$ cat config.mk
export PLATFORM = sky130hd
export DESIGN_NAME = ahb2_dma_copy
export DESIGN_NICKNAME = d
export VERILOG_FILES = /design/src/rtl/ahb2_dma_copy.sv
export SDC_FILE = /design/constraint.sdc
export NUM_CORES = 1
export LEC_CHECK = 0
export ABC_AREA = 1
export CORE_MARGIN = 1.5
export CORE_UTILIZATION = 55
export DETAILED_ROUTE_END_ITERATION = 16
export PLACE_DENSITY_LB_ADDON = 0.25
export SYNTH_ARGS = -nofsm -noshare
export SYNTH_HDL_FRONTEND = slang
export SYNTH_SLANG_ARGS = --single-unit
$ cat constraint.sdc
create_clock -name clk -period 3.8 [get_ports clk]
set_input_delay 0.38 -clock clk [delete_from_list [all_inputs] [get_ports clk]]
set_output_delay 0.38 -clock clk [all_outputs]
set_load 0.02 [all_outputs]
$ cat src/rtl/ahb2_dma_copy.sv
// ahb2_dma_copy: single-channel AHB2 master that copies len words src -> dst.
// Ports: start/src_addr/dst_addr/len in; busy/done/err status; AHB2 master bus.
// Build option: define AHB2_DMA_OVERLAP_EN to overlap next read addr with write data.
module ahb2_dma_copy #(
  parameter int LEN_WIDTH = 16
) (
  input  logic                 clk,
  input  logic                 rst_n,
  input  logic                 start,
  input  logic [31:0]          src_addr,
  input  logic [31:0]          dst_addr,
  input  logic [LEN_WIDTH-1:0] len,
  output logic                 busy,
  output logic                 done,
  output logic                 err,
  output logic [31:0]          haddr,
  output logic [1:0]           htrans,
  output logic                 hwrite,
  output logic [2:0]           hsize,
  output logic [2:0]           hburst,
  output logic [31:0]          hwdata,
  input  logic [31:0]          hrdata,
  input  logic                 hready,
  input  logic                 hresp
);

  localparam logic [1:0] TR_IDLE   = 2'b00;
  localparam logic [1:0] TR_NONSEQ = 2'b10;

  typedef enum logic [2:0] {
    S_IDLE,
    S_RD_A,
    S_RD_D,
    S_WR_A,
    S_WR_D,
    S_FIN
  } state_t;

  state_t               state_q, state_d;
  logic [31:0]          src_q, src_d;
  logic [31:0]          dst_q, dst_d;
  logic [31:0]          buf_q, buf_d;
  logic [31:0]          wdata_q, wdata_d;
  logic [LEN_WIDTH-1:0] cnt_q, cnt_d;
  logic                 err_q, err_d;

  logic unused_addr_lsb;
  assign unused_addr_lsb = ^{src_addr[1:0], dst_addr[1:0]};

  always_ff @(posedge clk or negedge rst_n) begin
    if (!rst_n) begin
      state_q <= S_IDLE;
      src_q   <= '0;
      dst_q   <= '0;
      buf_q   <= '0;
      wdata_q <= '0;
      cnt_q   <= '0;
      err_q   <= 1'b0;
    end else begin
      state_q <= state_d;
      src_q   <= src_d;
      dst_q   <= dst_d;
      buf_q   <= buf_d;
      wdata_q <= wdata_d;
      cnt_q   <= cnt_d;
      err_q   <= err_d;
    end
  end

  // err_q doubles as the abort flag: it is cleared at every accepted
  // start, so within a copy it is set only by this copy's error.
  always_comb begin
    state_d = state_q;
    src_d   = src_q;
    dst_d   = dst_q;
    buf_d   = buf_q;
    wdata_d = wdata_q;
    cnt_d   = cnt_q;
    err_d   = err_q;
    htrans  = TR_IDLE;
    hwrite  = 1'b0;
    haddr   = '0;
    busy    = 1'b0;
    done    = 1'b0;
    unique case (state_q)
      S_IDLE: begin
        if (start) begin
          src_d = {src_addr[31:2], 2'b00};
          dst_d = {dst_addr[31:2], 2'b00};
          cnt_d = len;
          err_d = 1'b0;
          state_d = (len == '0) ? S_FIN : S_RD_A;
        end
      end
      S_RD_A: begin
        busy   = 1'b1;
        htrans = TR_NONSEQ;
        haddr  = src_q;
        if (hready) begin
          src_d   = src_q + 32'd4;
          state_d = S_RD_D;
        end
      end
      S_RD_D: begin
        busy = 1'b1;
        if (hresp) err_d = 1'b1;
        if (hready) begin
          if (hresp || err_q) begin
            state_d = S_FIN;
          end else begin
            buf_d   = hrdata;
            state_d = S_WR_A;
          end
        end
      end
      S_WR_A: begin
        busy   = 1'b1;
        htrans = TR_NONSEQ;
        hwrite = 1'b1;
        haddr  = dst_q;
        if (hready) begin
          dst_d   = dst_q + 32'd4;
          wdata_d = buf_q;
          state_d = S_WR_D;
        end
      end
      S_WR_D: begin
        busy = 1'b1;
`ifdef AHB2_DMA_OVERLAP_EN
        if (cnt_q > LEN_WIDTH'(1) && !err_q) begin
          htrans = TR_NONSEQ;
          haddr  = src_q;
        end
`endif
        if (hresp) err_d = 1'b1;
        if (hready) begin
          if (hresp || err_q) begin
            state_d = S_FIN;
          end else begin
            cnt_d = cnt_q - LEN_WIDTH'(1);
            if (cnt_q == LEN_WIDTH'(1)) begin
              state_d = S_FIN;
            end else begin
`ifdef AHB2_DMA_OVERLAP_EN
              src_d   = src_q + 32'd4;
              state_d = S_RD_D;
`else
              state_d = S_RD_A;
`endif
            end
          end
        end
      end
      S_FIN: begin
        done    = 1'b1;
        state_d = S_IDLE;
      end
      default: state_d = S_IDLE;
    endcase
  end

  assign err    = err_q;
  assign hwdata = wdata_q;
  assign hsize  = 3'b010;
  assign hburst = 3'b000;

endmodule

[Word level (Yosys, flattened, before mapping)]
Index checks and enable logic that the tools add are counted.
Cells by class
  eq/ne operators: 13
  bitwise gates (word level): 1
  add/subtract/negate cells: 3
  reductions and logical operators: 17
  mux-type cells: 28
Operator list (count)
  $pmux 32 s2: 3
  $mux 32: 4
  $add 32x3->32 const B: 2
  $mux 16: 3
  $pmux 16 s2: 1
  $mux 3: 9
  $eq 16x1->1 const B: 1
  $logic_not 16->1: 1
  $sub 16x1->16 const B: 1
  $pmux 3 s5: 1
  $ne 2x2->1 const B: 6
  $reduce_and 3->1: 4
  $reduce_bool 2->1: 4
  $eq 3x2->1 const B: 2
  $eq 3x3->1 const B: 2
  $mux 1: 5
  $reduce_and 5->1: 1
  $reduce_and 4->1: 1
  $reduce_or 2->1: 2
  $reduce_or 4->1: 1
  $eq 3x1->1 const B: 1
  $logic_not 3->1: 1
  $mux 2: 1
  $ne 2x1->1 const B: 1
  other kinds (4): 4
Storage, ports and cells
  bits in registers: 148
  word-level logic and storage cells: 69
  input bits: 117
  output and inout port bits: 76

[Longest topological paths before layout]
Gate-level depths: netlist of run 1.
  depth in word-level cells: 5
  depth in mapped cells: 11
  mapped depth without buffers: 10

[Worst setup path before layout of run 1]
Ideal clock, no wire load.
  kind: reg-to-output
  from: register state_q[0]
  to: output haddr[12]
  path buffers: 2
  cell stages (with the launch flop): 7
  data arrival time: 1570 ps
  path slack: 1850 ps
  data required time: 3420 ps
  path through: dfrtp_1 nand2_1 nor2_2 inv_1 buf_2 clkbuf_1 o21ai_0
On the way
  longest elaborated chain between the ends: 2
  elaborated cells on any way between the ends: 3
  those cells by class: eq/ne: 2; mux: 1
RTL lines
  start, declared: RTL line 39  | state_t state_q, state_d;
  start signal, assigned: RTL line 60  | state_q <= state_d;
  $eq 3x2->1 or $eq 3x1->1 (tied branches): RTL line 85  | unique case (state_q)
  $pmux 32 s2 *: RTL line 85
  end, declared: RTL line 16  | output logic [31:0] haddr,
Every way passes the cells marked *; elsewhere a longest branch is shown, timed or not.

[Worst setup path in the final report of run 1]
  from: register state_q[1]
  to: output haddr[7]
The elaborated chain is that of the path after synthesis.

==> flow_summary.json, run 1 <==
{
  "timing.rr.end": "cnt_q[14]",
  "status": "finished clean",
  "grt_max_degree": 85,
  "hp-class": "in2async",
  "synth_xor_area_frac": 0.007087,
  "htree_levels": 4,
  "rsz0062_at_grt": "no",
  "path_class": "reg2out",
  "vdd_drop_max_mv": 0.5400,
  "place_area_um2": 10440,
  "cp.required_ns": 3.42,
  "cts_buffer_depth": 2,
  "r2r_start": "state_q[1]",
  "via_per_inst": 5.337,
  "stdcell_area_um2": 11010,
  "root_buffer": "clkbuf_16",
  "finalHoldViolCount": 0,
  "final_nets": 1481,
  "design.core.area_um2": 15260,
  "ys.flop_type": "dfrtp_1",
  "synth_edf_count": 0,
  "wl_mm": 23.14,
  "n_fill_cell": 1230,
  "rows": 45,
  "reg2reg_setup_slack_ns": 1.29,
  "gp_congestion": 0.8941,
  "start_kind": "register",
  "grt_overflow": 0,
  "total_leakage_power_nw": 5.217,
  "synth_compound_area_frac": 0.1299,
  "synthesis.area_um2": 8651,
  "die_h_um": 128.4,
  "post_cts_buffers": 0,
  "avgRoutedWirePerCell_um": 14.61,
  "clock-sinks": 144,
  "clk_pin_slew_ns": 0.07,
  "tns_ns": 0,
  "dp_hpwl_mm": 16.30,
  "drt_pass1_iterations": 5,
  "cts_tree": "yes",
  "skew_ns": 0.01048,
  "synth_most_common_cell": "nand2_1",
  "reg2regPathDepth": 9,
  "portBuffers": 179,
  "fmax_mhz": 326.8,
  "finalCritPeriodShare": 0.8052,
  "crit_end": "haddr[7]",
  "first_iter_violations": 991,
  "syn_area_per_cell_um2": 7.161,
  "ctsHoldBuffers": 0,
  "num_io_pins": 193,
  "numCtsBuffers": 17,
  "final_antenna_net_count": 0,
  "ctsResizeCount": 0,
  "finalSetupViolations": 0,
  "dieArea_um2": 16490,
  "maxSlewViolCount": 0,
  "synth-simple-area-share": 0.2987,
  "synth_top_area_cell": "dfrtp_1",
  "end_kind": "primary output",
  "synth_top_area_share": 0.4165,
  "path_max_fanout": 21,
  "ys_ff_latch": 144,
  "chipWidth_um": 128.4,
  "synth.distinct_cells": 42,
  "synth_fa_ha_area_frac": 0.005785,
  "diodes": 0,
  "insertion_delay_ns": 0.43,
  "power_density_nw_per_um2": 873.8,
  "cp.arrival_ns": 2.68,
  "grt_pass1_wl_mm": 37.34,
  "yosysSeqAreaShare": 0.4165,
  "synth_area_leaders": "dfrtp_1, nand2_1, nor2_1",
  "initial_core_util": 0.5670,
  "synth_common_cells": "nand2_1, nor2_1, dfrtp_1",
  "antenna_found_initial": 0,
  "synth_cells": 1208,
  "drive_gt1_frac": 0.07283,
  "num_vias": 8454,
  "maxCapViolations": 0,
  "grt_pass1_vias": 7587,
  "grt_usage": 0.2882,
  "crit_start": "state_q[1]",
  "synth_top_family_by_area": "simple AND/OR/NAND/NOR gates",
  "yosysWarnings": 0,
  "drc_errors": 0,
  "async_reset_ff_frac": 1.000,
  "tightest_slew_ns": 0.8244,
  "syn_to_final_growth_pct": 27.29,
  "synthMuxAreaShare": 0.03645,
  "slew_headroom": 0.4496,
  "fin_crit_ns": 3.060
}
-- logic make-up after synthesis --
logic type | count (synthesis)
simple gates | 619
fa+ha+maj | 4
flops | 144
mux | 28
xor+xnor | 7
buf+inv | 205
compound gates | 199
other cells | 2
-- placed cells by master, fill, tap and decap left out, drive strengths merged --
cell type	netlist	routed
a21oi	52	52
or2	5	5
a31oi	13	13
clkinvlp	0	1
nor3	9	9
o211ai	6	6
a22o	1	1
clkbuf	18	17
buf	45	11
o31ai	2	2
nand3b	1	1
o22ai	27	27
ha	4	4
conb	2	9
inv	142	152
o21ai	87	87
clkdlybuf4s50	0	178
a21boi	1	1
nand4	31	31
nor2	224	224
xor2	7	7
o2bb2ai	1	1
nand3	77	77
a22oi	6	6
a41oi	1	1
clkinv	0	4
mux2	28	28
dfrtp	144	144
o21a	2	2
nand2	272	272
-- critical path: stages, from the launching register on --
cell             delay [ns]
dfrtp_1                0.45
inv_1                  0.11
nand3_2                0.08
inv_1                  0.40
buf_4                  0.33
nand2_1                0.13
nand2_1                0.08
clkdlybuf4s50_1        0.65
-- area by class of cell --
class                      count  area [µm²]  area share
inverter                     142       535.5     0.04863
clock inverter                15       142.6     0.01295
multi-input combinational    866        4173      0.3789
sequential                   144        3603      0.3272
timing repair buffer         189        1868      0.1696
clock buffer                  17       425.4     0.03863
tap                          211       264.0     0.02397
-- flip-flops by register name, summed over array words and instances, names as in the netlist --
| signal | cells |
|---|---|
| buf_q | 32 |
| cnt_q | 16 |
| dst_q | 30 |
| err | 1 |
| hwdata | 32 |
| src_q | 30 |
| state_q | 3 |
-- worst min-delay path by stage --
stage,slack [ns],start,endpoint,cells past startpoint
6_report,0.003,rst_n,buf_q[30],1
5_1_grt,0.05,rst_n,buf_q[31],1
4_1_cts,0.03,rst_n,buf_q[30],1
3_5_place_dp,0.48,rst_n,buf_q[30],1
3_3_place_gp,0.46,hwdata[11],hwdata[11],2
2_1_floorplan,0.08,rst_n,buf_q[0],0
-- through the flow --
step | hold WS [ns] | power [mW] | utilization | setup WS, ns | instances
floorplan | 0.08441 | 6.350 | - | 1.850 | 1215
global placement | 0.4639 | 7.776 | 0.6845 | 1.198 | 1552
detailed placement | 0.4765 | 7.942 | 0.6845 | 1.170 | 1552
CTS | 0.02728 | 9.606 | 0.7217 | 0.7731 | 1584
global route | 0.04896 | 10.39 | 0.7217 | 0.6075 | 1584
finish | 0.002547 | 9.622 | 0.7217 | 0.7403 | 1584
-- routing by layer --
metal	GRT usage	vias up	routed length (µm)
met5	0	-	0
met4	0.1117	0	650
met3	0.07900	43	2057
met2	0.4339	321	10500
met1	0.3991	3888	9932
li1	-	4202	-
-- report_power, final --
part	leakage, nW	switching (mW)	total, mW	internal, mW
registers	1.68	0.624	2.92	2.30
logic	3.26	3.13	5.08	1.95
clock network	0.281	0.751	1.62	0.870
(Power assumes the default switching activity.)
==> run 2: changes to the inputs <==
- CORE_UTILIZATION: 55 -> 52
- clock period: 3.8 -> 3 ns (I/O delays scaled with it)
==> run 2 against run 1 <==
First-iteration DRC count shrank 17%. Clock skew is 0.0056 ns higher. Core utilization fell by 3.0 points. Clock power grew 31%. Power rose by 28%. Cell count rose by 0.76%. Final area increased by 0.88%. Combinational power rose by 28%. Register-to-register slack worse by 0.55 ns. Non-clock buffer count is 7 higher. Critical path type unchanged. Highest routed layer unchanged.
==> flow_summary.json, run 2 (synthesis results as in run 1) <==
{
  "status": "finished clean",
  "root_buffer": "clkbuf_16",
  "via_per_inst": 5.315,
  "path_class": "reg2out",
  "clk_pin_slew_ns": 0.07,
  "chipWidth_um": 132.0,
  "drive_gt1_frac": 0.07681,
  "grt_pass1_wl_mm": 38.88,
  "cp_cell_sequence": "nand2_1, nor2_2, inv_2, buf_4, nand2_1, clkdlybuf4s50_1",
  "first_iter_violations": 823,
  "vdd_drop_max_mv": 0.7079,
  "avgRoutedWirePerCell_um": 14.71,
  "diodes": 0,
  "crit_path_frequent_cell": "nand2_1",
  "fin_crit_ns": 2.741,
  "clockPowerShare": 0.173,
  "gp_congestion": 0.8653,
  "internal-power_mw": 6.608,
  "drc_errors": 0,
  "fmax_mhz": 364.8,
  "initial_core_util": 0.5387,
  "swShare": 0.4635,
  "final_antenna_net_count": 0,
  "wl_mm": 23.47,
  "cp_top_family": "buffers and inverters",
  "hp-class": "in2async",
  "drt_pass1_iterations": 5,
  "power_density_nw_per_um2": 1109,
  "preCtsSetupSlack_ns": 0.7211,
  "tns_ns": 0,
  "rsz0062_at_grt": "no",
  "end_kind": "primary output",
  "layout_common_cells": "nand2_1, nor2_1, clkdlybuf4s50_1",
  "path_max_fanout": 40,
  "design.core.area_um2": 16060,
  "layout_commonest_cell": "nand2_1",
  "grt_overflow": 0,
  "crit_start": "state_q[0]",
  "maxSlewViolCount": 0,
  "total_leakage_power_nw": 5.269,
  "path_buf_inv": 3,
  "dieArea_um2": 17420,
  "finalCritPeriodShare": 0.9137,
  "cp_slowest_stage_delay_ns": 0.55,
  "slew_headroom": 0.5035,
  "cp.required_ns": 2.70,
  "switchingPower_mw": 5.710,
  "clock-sinks": 144,
  "num_vias": 8483,
  "rows": 46,
  "skew_ns": 0.01603,
  "maxCapViolations": 0,
  "power_mw": 12.32,
  "power_frac_seq": 0.300,
  "start_kind": "register",
  "r2r_start": "state_q[0]",
  "grt_usage": 0.2772,
  "layout_setup_ws_ns": 0.2590,
  "dp_hpwl_mm": 16.79,
  "numCtsBuffers": 17,
  "final_nets": 1488,
  "antenna_found_initial": 0,
  "grt_pass1_vias": 7963,
  "htree_levels": 4,
  "tightest_slew_ns": 0.7420,
  "cp.arrival_ns": 2.44,
  "finalSetupViolations": 0,
  "grt_max_degree": 66,
  "cts_buffer_depth": 2,
  "p_comb_frac": 0.527,
  "die_h_um": 132.0,
  "slowest_stage": "clkdlybuf4s50_1",
  "num_io_pins": 193,
  "portBuffers": 179,
  "insertion_delay_ns": 0.43,
  "syn_to_final_growth_pct": 28.41,
  "cts_tree": "yes",
  "finalHoldViolCount": 0
}
[run 2: cell count changes in the layout (fill, tap and decap cells not counted), sizes merged]
cell	previous run	this run
buf	11	17
bufinv	0	1
clkinvlp	1	0
dlygate4sd3	0	1
[run 2: repair_timing]
action                                 CTS  global route
gates resized for setup                  0             0
buffers inserted                         0             0
endpoints found under the hold margin   61             0
hold buffers                             1             0
[run 2: worst register-to-register path: cells and delay by family (launching register included)]
| kind | cells | cell delay (ns) |
|---|---|---|
| compound gates | 2 | 0.41 |
| buf+inv | 2 | 0.77 |
| flops | 1 | 0.46 |
| simple gates | 5 | 0.54 |
[run 2: power by group through the flow]
| stage | sequential, mW | clock (mW) | combinational [mW] |
|---|---|---|---|
| after detailed placement | 3.69 | 0 | 6.44 |
| after global placement | 3.65 | 0 | 6.29 |
| final | 3.69 | 2.13 | 6.49 |
| after floorplan | 3.78 | 0 | 4.26 |
| after CTS | 3.68 | 2.17 | 6.48 |
| after global routing | 3.83 | 2.25 | 7.20 |
[run 2: cell type report]
class,count,area (µm²)
Clock buffer,17,425.4
Timing Repair Buffer,196,1936
Multi-Input combinational cell,866,4173
Clock inverter,15,165.2
Tap cell,216,270.3
Fill cell,1306,4950
Inverter,142,535.5
Sequential cell,144,3603
[run 2: path summary, 6_finish.rpt]
check	endpoint	cells after the start	slack, ns
max reg2reg	dst_q[4]	9	0.74
max	htrans[1]	6	0.26
min in group clk	dst_q[3]	3	0.44
max in group asynchronous	cnt_q[11]	3	1.75
min	hwdata[29]	2	0.44
min reg2reg	hwdata[31]	2	0.49
[run 2: layer usage]
metal  GRT usage  part of all wire  vias to the layer above
met5           0                 0                        -
met3     0.08458             0.084                       51
met4      0.1154             0.034                        0
met2      0.4331              0.45                      315
met1      0.3585              0.43                     3895
li1            -                 -                     4222
[run 2: per-stage QoR]
step | cell area [µm²] | util | instances | hold slack (ns)
floorplan | 8677 | - | 1215 | 0.004409
global placement | 10510 | 0.6544 | 1563 | 0.3418
detailed placement | 10510 | 0.6544 | 1563 | 0.3458
CTS | 11110 | 0.6918 | 1596 | 0.4269
global route | 11110 | 0.6918 | 1596 | 0.4401
finish | 11110 | 0.6918 | 1596 | 0.4358
==> run 3: changes to the inputs <==
- CTS_CLUSTER_DIAMETER: default -> 200
==> results of run 3 <==
The final DEF is identical to that of run 2; final timing and power are the same.
